[src/rtl/req_pending_server_if.sv]
// Request/grant bundle for req_pending_server.
// The master side raises request pulses and consumes grants.
// The slave side is the server itself.
// CNT_W must match the CNT_W of the server that is attached to it.
interface req_pending_server_if #(
  parameter int CNT_W = 8
);

  logic [3:0]       req;
  logic             gnt_ready;
  logic             clr_lost;
  logic             gnt_valid;
  logic [1:0]       gnt_code;
  logic [3:0]       gnt_onehot;
  logic [3:0]       pend;
  logic             idle;
  logic [3:0]       lost;
  logic [CNT_W-1:0] served_cnt;

  modport master (
    output req,
    output gnt_ready,
    output clr_lost,
    input  gnt_valid,
    input  gnt_code,
    input  gnt_onehot,
    input  pend,
    input  idle,
    input  lost,
    input  served_cnt
  );

  modport slave (
    input  req,
    input  gnt_ready,
    input  clr_lost,
    output gnt_valid,
    output gnt_code,
    output gnt_onehot,
    output pend,
    output idle,
    output lost,
    output served_cnt
  );

endinterface

[src/rtl/req_pending_server.sv]
// Request-serving stage built around a 4-to-2 priority encoder.
// Single-cycle request pulses are latched into sticky pending bits.
// The highest pending line (bit 3 first) is offered as a grant over valid/ready.
// Once a grant is accepted, its pending bit is retired.
// An optional gap of GAP idle cycles follows each accepted grant.
module req_pending_server #(
  parameter int GAP   = 2,
  parameter int CNT_W = 8
) (
  input  logic                 clk,
  input  logic                 rst_n,
  req_pending_server_if.slave  bus
);

  localparam int GAP_W = (GAP > 1) ? $clog2(GAP) : 1;
  localparam logic [GAP_W-1:0] GAP_LOAD = GAP_W'((GAP > 0) ? (GAP - 1) : 0);

  localparam logic [1:0] S_IDLE  = 2'd0;
  localparam logic [1:0] S_GRANT = 2'd1;
  localparam logic [1:0] S_GAP   = 2'd2;

  logic [1:0]       state;
  logic [GAP_W-1:0] gap_cnt;
  logic [3:0]       pend_q;
  logic [3:0]       lost_q;
  logic             gnt_valid_q;
  logic [1:0]       gnt_code_q;
  logic [3:0]       gnt_onehot_q;
  logic [CNT_W-1:0] served_q;

  logic             accept;
  logic [3:0]       clr_mask;
  logic [3:0]       pend_n;
  logic [3:0]       lost_set;
  logic [1:0]       enc_code;

  // gnt_onehot_q is zero whenever no grant is valid, so it doubles as the retire mask.
  assign accept   = gnt_valid_q & bus.gnt_ready;
  assign clr_mask = accept ? gnt_onehot_q : 4'b0000;

  // A fresh request in the retire cycle re-arms the bit; it is not treated as a lost request.
  assign pend_n   = (pend_q & ~clr_mask) | bus.req;
  assign lost_set = bus.req & pend_q & ~clr_mask;

  // Priority encode: scan upward so that the highest set bit wins.
  always_comb begin
    enc_code = 2'd0;
    for (int k = 0; k < 4; k++) begin
      if (pend_q[k]) begin
        enc_code = 2'(k);
      end
    end
  end

  // Pending bits and sticky lost flags; a new lost event wins over clr_lost.
  always_ff @(posedge clk or negedge rst_n) begin
    if (!rst_n) begin
      pend_q <= 4'b0000;
      lost_q <= 4'b0000;
    end else begin
      pend_q <= pend_n;
      if (bus.clr_lost) begin
        lost_q <= lost_set;
      end else begin
        lost_q <= lost_q | lost_set;
      end
    end
  end

  // Grant FSM: issue the grant, hold it until it is accepted, then pause for the gap.
  always_ff @(posedge clk or negedge rst_n) begin
    if (!rst_n) begin
      state        <= S_IDLE;
      gap_cnt      <= '0;
      gnt_valid_q  <= 1'b0;
      gnt_code_q   <= 2'd0;
      gnt_onehot_q <= 4'b0000;
      served_q     <= '0;
    end else begin
      case (state)
        S_IDLE: begin
          if (pend_q != 4'b0000) begin
            state        <= S_GRANT;
            gnt_valid_q  <= 1'b1;
            gnt_code_q   <= enc_code;
            gnt_onehot_q <= 4'b0001 << enc_code;
          end
        end
        S_GRANT: begin
          if (accept) begin
            gnt_valid_q  <= 1'b0;
            gnt_onehot_q <= 4'b0000;
            served_q     <= served_q + CNT_W'(1);
            if (GAP == 0) begin
              state <= S_IDLE;
            end else begin
              state   <= S_GAP;
              gap_cnt <= GAP_LOAD;
            end
          end
        end
        S_GAP: begin
          if (gap_cnt == '0) begin
            state <= S_IDLE;
          end else begin
            gap_cnt <= gap_cnt - 1'b1;
          end
        end
        default: begin
          state        <= S_IDLE;
          gnt_valid_q  <= 1'b0;
          gnt_onehot_q <= 4'b0000;
        end
      endcase
    end
  end

  assign bus.gnt_valid  = gnt_valid_q;
  assign bus.gnt_code   = gnt_code_q;
  assign bus.gnt_onehot = gnt_onehot_q;
  assign bus.pend       = pend_q;
  assign bus.lost       = lost_q;
  assign bus.served_cnt = served_q;
  assign bus.idle       = (pend_q == 4'b0000) && (state == S_IDLE);

endmodule

[src/flat_wrapper.sv]
// flat-port wrapper written by rule: the top's interface ports become plain ports
module req_pending_server_flat 
#(
  parameter int GAP   = 2,
  parameter int CNT_W = 8
)
  (clk, rst_n, bus_req, bus_gnt_ready, bus_clr_lost, bus_gnt_valid, bus_gnt_code, bus_gnt_onehot, bus_pend, bus_idle, bus_lost, bus_served_cnt);
  req_pending_server_if #(.CNT_W(CNT_W)) bus_i ();
  input  logic clk;
  input  logic rst_n;
  input wire logic [$bits(bus_i.req)-1:0] bus_req;
  input wire logic [$bits(bus_i.gnt_ready)-1:0] bus_gnt_ready;
  input wire logic [$bits(bus_i.clr_lost)-1:0] bus_clr_lost;
  output wire logic [$bits(bus_i.gnt_valid)-1:0] bus_gnt_valid;
  output wire logic [$bits(bus_i.gnt_code)-1:0] bus_gnt_code;
  output wire logic [$bits(bus_i.gnt_onehot)-1:0] bus_gnt_onehot;
  output wire logic [$bits(bus_i.pend)-1:0] bus_pend;
  output wire logic [$bits(bus_i.idle)-1:0] bus_idle;
  output wire logic [$bits(bus_i.lost)-1:0] bus_lost;
  output wire logic [$bits(bus_i.served_cnt)-1:0] bus_served_cnt;
  assign bus_i.req = bus_req;
  assign bus_i.gnt_ready = bus_gnt_ready;
  assign bus_i.clr_lost = bus_clr_lost;
  assign bus_gnt_valid = bus_i.gnt_valid;
  assign bus_gnt_code = bus_i.gnt_code;
  assign bus_gnt_onehot = bus_i.gnt_onehot;
  assign bus_pend = bus_i.pend;
  assign bus_idle = bus_i.idle;
  assign bus_lost = bus_i.lost;
  assign bus_served_cnt = bus_i.served_cnt;
  req_pending_server #(.GAP(GAP), .CNT_W(CNT_W)) u_core (.clk(clk), .rst_n(rst_n), .bus(bus_i));
endmodule
[config.mk]
export PLATFORM = sky130hd
export DESIGN_NAME = req_pending_server_flat
export DESIGN_NICKNAME = d
export VERILOG_FILES = /design/src/rtl/req_pending_server_if.sv /design/src/rtl/req_pending_server.sv /design/src/flat_wrapper.sv
export SDC_FILE = /design/constraint.sdc
export NUM_CORES = 1
export LEC_CHECK = 0
export ABC_AREA = 1
export CORE_ASPECT_RATIO = 1.5
export CORE_UTILIZATION = 53
export CTS_BUF_LIST = sky130_fd_sc_hd__clkbuf_2
export CTS_CLUSTER_DIAMETER = 120
export CTS_CLUSTER_SIZE = 14
export DETAILED_ROUTE_END_ITERATION = 16
export GPL_ROUTABILITY_DRIVEN = 0
export PLACE_DENSITY = 0.9
export SYNTH_ARGS = -nofsm -noshare
export SYNTH_HDL_FRONTEND = slang
export SYNTH_SLANG_ARGS = --single-unit
[constraint.sdc]
create_clock -name clk -period 2.5 [get_ports clk]
set_input_delay 0.5 -clock clk [delete_from_list [all_inputs] [get_ports clk]]
set_output_delay 0.5 -clock clk [all_outputs]
set_load 0.03 [all_outputs]
==> results of run 1 <==
## synthesized netlist by cell type (all sizes together)
master	n	area (um2)
xor2	1	8.76
o21ai	6	30.0
xnor2	3	26.3
a21oi	2	13.8
dfrtp	26	651
o31ai	1	7.51
o22ai	1	6.26
or2	3	18.8
nand2	62	263
nand3	8	40.0
inv	18	67.6
ha	1	12.5
nor2	12	68.8
## sequential cells by signal (all words and copies together) (netlist names)
signal,cells
u_core.bus.gnt_code,2
u_core.bus.gnt_onehot,4
u_core.bus.lost,4
u_core.bus.served_cnt,8
u_core.bus.pend,4
u_core.gap_cnt,1
u_core.bus.gnt_valid,1
u_core.state,2
## stage by stage
step | util (%) | cells
global placement | 74.2 | 198
global route | 75.0 | 202
CTS | 75.0 | 202
detailed placement | 74.2 | 198
floorplan | - | 144
finish | 75.0 | 202
## cell families after synthesis
| kind of cell | count (synthesis) | synth area share (%) |
|---|---|---|
| AOI/OAI and AO/OA | 10 | 4.74 |
| xor gates and xnor gates | 4 | 2.89 |
| buffers and inverters | 18 | 5.57 |
| adders and majority gates | 1 | 1.03 |
| DFF | 26 | 53.6 |
| and+or+nand+nor | 85 | 32.2 |
## metal layers
metal  track usage, %  share of wire [%]  wire (um)
met4             13.3                2.9         79
met1             25.1                 37        999
met3             4.40                4.5        120
met5                0                  0          0
met2             46.4                 55       1480
## worst max-delay path, delay by kind of cell, from the launching register on
family                 cells  cell delay [ns]
flip-flops                 1             0.52
AND/OR/NAND/NOR            3             0.35
buffers and inverters      3             0.51
## power by group
part	internal (uW)	total, uW	switching [uW]
Sequential	529	654	125
Combinational	276	715	439
Clock	34.7	163	129
Total	840	1530	692
## layout make-up
cell class | count | area, um2
fillers | 150 | 526
well taps | 22 | 27.5
clock buffers | 3 | 15.0
inverters | 18 | 67.6
flip-flops and latches | 26 | 651
clock inverters | 1 | 3.75
repair buffers | 32 | 317
multi-input cells | 100 | 495
## final timing paths
path / from / slack (ns) / to
worst max register to register: u_core.bus.gnt_valid / 1.24 / u_core.bus.served_cnt[5]
worst max-delay path: u_core.state[0] / 0.26 / bus_idle
max in group asynchronous: rst_n / 1.80 / u_core.bus.gnt_onehot[2]
worst min register to register: u_core.bus.gnt_code[0] / 0.53 / u_core.bus.gnt_code[0]
min in group clk: u_core.bus.gnt_code[0] / 0.53 / u_core.bus.gnt_code[0]
worst min-delay path: rst_n / 0.45 / u_core.state[1]
==> flow_summary.yaml, run 1 <==
worst_setup_path:
  endpoint_kind: "output port"
  worst-path-max-fanout: 6
  slowest_stage: "dfrtp_1"
  ff2ff_path_depth: 5
  crit_type: "flop to output port"
  cp_slowest_stage_delay_ns: 0.52
  path_cells: "nor2_2 -> nand2_1 -> inv_2 -> nand2_2 -> inv_1 -> dlygate4sd2_1"
  arrival_ns: 1.74
  crit_required_ns: 2.00
  start_kind: "flop"
power_and_ir_drop:
  power.density_nw_per_um2: 972
  ir_drop_v: 0.000743
  p_total_uw: 1530
  leakagePower_uw: 0.000799
placement:
  port_buffers: 31
  dp_slack_ns: 0.440
  dpl_cell_area_um2: 1560
  dp_hpwl_um: 2100
timing:
  fin_ws_ns: 0.260
  setup_violations: 0
  final_max_slew_viol_count: 0
  relSlewSlack_pct: 77.9
  finalCritPeriodShare_pct: 89.6
  max_freq_mhz: 446
  rsz0062_at_grt: "false"
  min_period_ns: 2.24
  tightest_slew_ns: 0.331
  tns_ns: 0
  clock-skew-final_ns: 0.00726
  whs_ns: 0.450
  hold_viol: 0
route:
  vias_per_cell: 5.11
  ant_nets: 0
  totalWireLength_um: 2680
  vias: 1033
  wl_per_cell_um: 13.3
  dr.pass1.iters: 6
  drt-initial-drc-count: 27
  drcViolationCount: 0
die:
  fp.dieW_um: 41.1
  die_area_um2: 2490
  start_util_pct: 57.7
  coreArea_um2: 2100
  std_cell_rows: 20
  io_pins: 32
  die_h_um: 60.6
outcome:
  outcome: "completed"
final_layout:
  fin_nets: 190
  drive_gt1_share_pct: 11.1
  layout_common_cells: "nand2_1 (56), clkdlybuf4s50_1 (30), dfrtp_1 (26)"
  syn_to_final_growth_pct: 29.9
  layout_commonest_cell: "nand2_1"
  final_area_um2: 1580
  antenna_cells: 0
clocking:
  cts_buffers: 3
  cts_hold_buf: 0
  cts_tree: "yes"
  cts_sinks: 26
  cts_resized: 1
  clk_root_buffer_cell: "clkbuf_2"
  clkTransAtPathRegs_ns: 0.24
  cts_setup_buffers: 0
  clk_latency_ns: 0.37
  clock_path_buffers: 2
  h-tree-depth: 1
yosys:
  yosysWarnings: 0
  synth_seq_cells: 26
  syn-mean-instance-area_um2: 8.43
  syn_area_um2: 1210
  synth.distinct_cells: 20
  ys_seq_area_share_pct: 53.6
  syn_nets: 153
  syn_inst: 144
global_routing:
  gr-total-overflow: 0
  grt_start_max_net_pins: 27
  first_global_vias: 974
  grt_pass1_wl_um: 4120
  track_usage_pct: 25.4
  antenna_found_initial: 0
job:
  cap_violations: 0
hold_path:
  hold_path.class: "primary input to asynchronous set/reset pin"
Power figures use the tool's default switching activity.
==> run 2, diff against run 1 <==
- REMOVE_ABC_BUFFERS: default -> 1
==> results of run 2 <==
The final DEF is identical to that of run 1; final timing and power are the same.
==> run 3, diff against run 2 <==
- GPL_TIMING_DRIVEN: default -> 1
- TNS_END_PERCENT: default -> 20
==> results of run 3 <==
The final DEF is identical to that of run 1; final timing and power are the same.
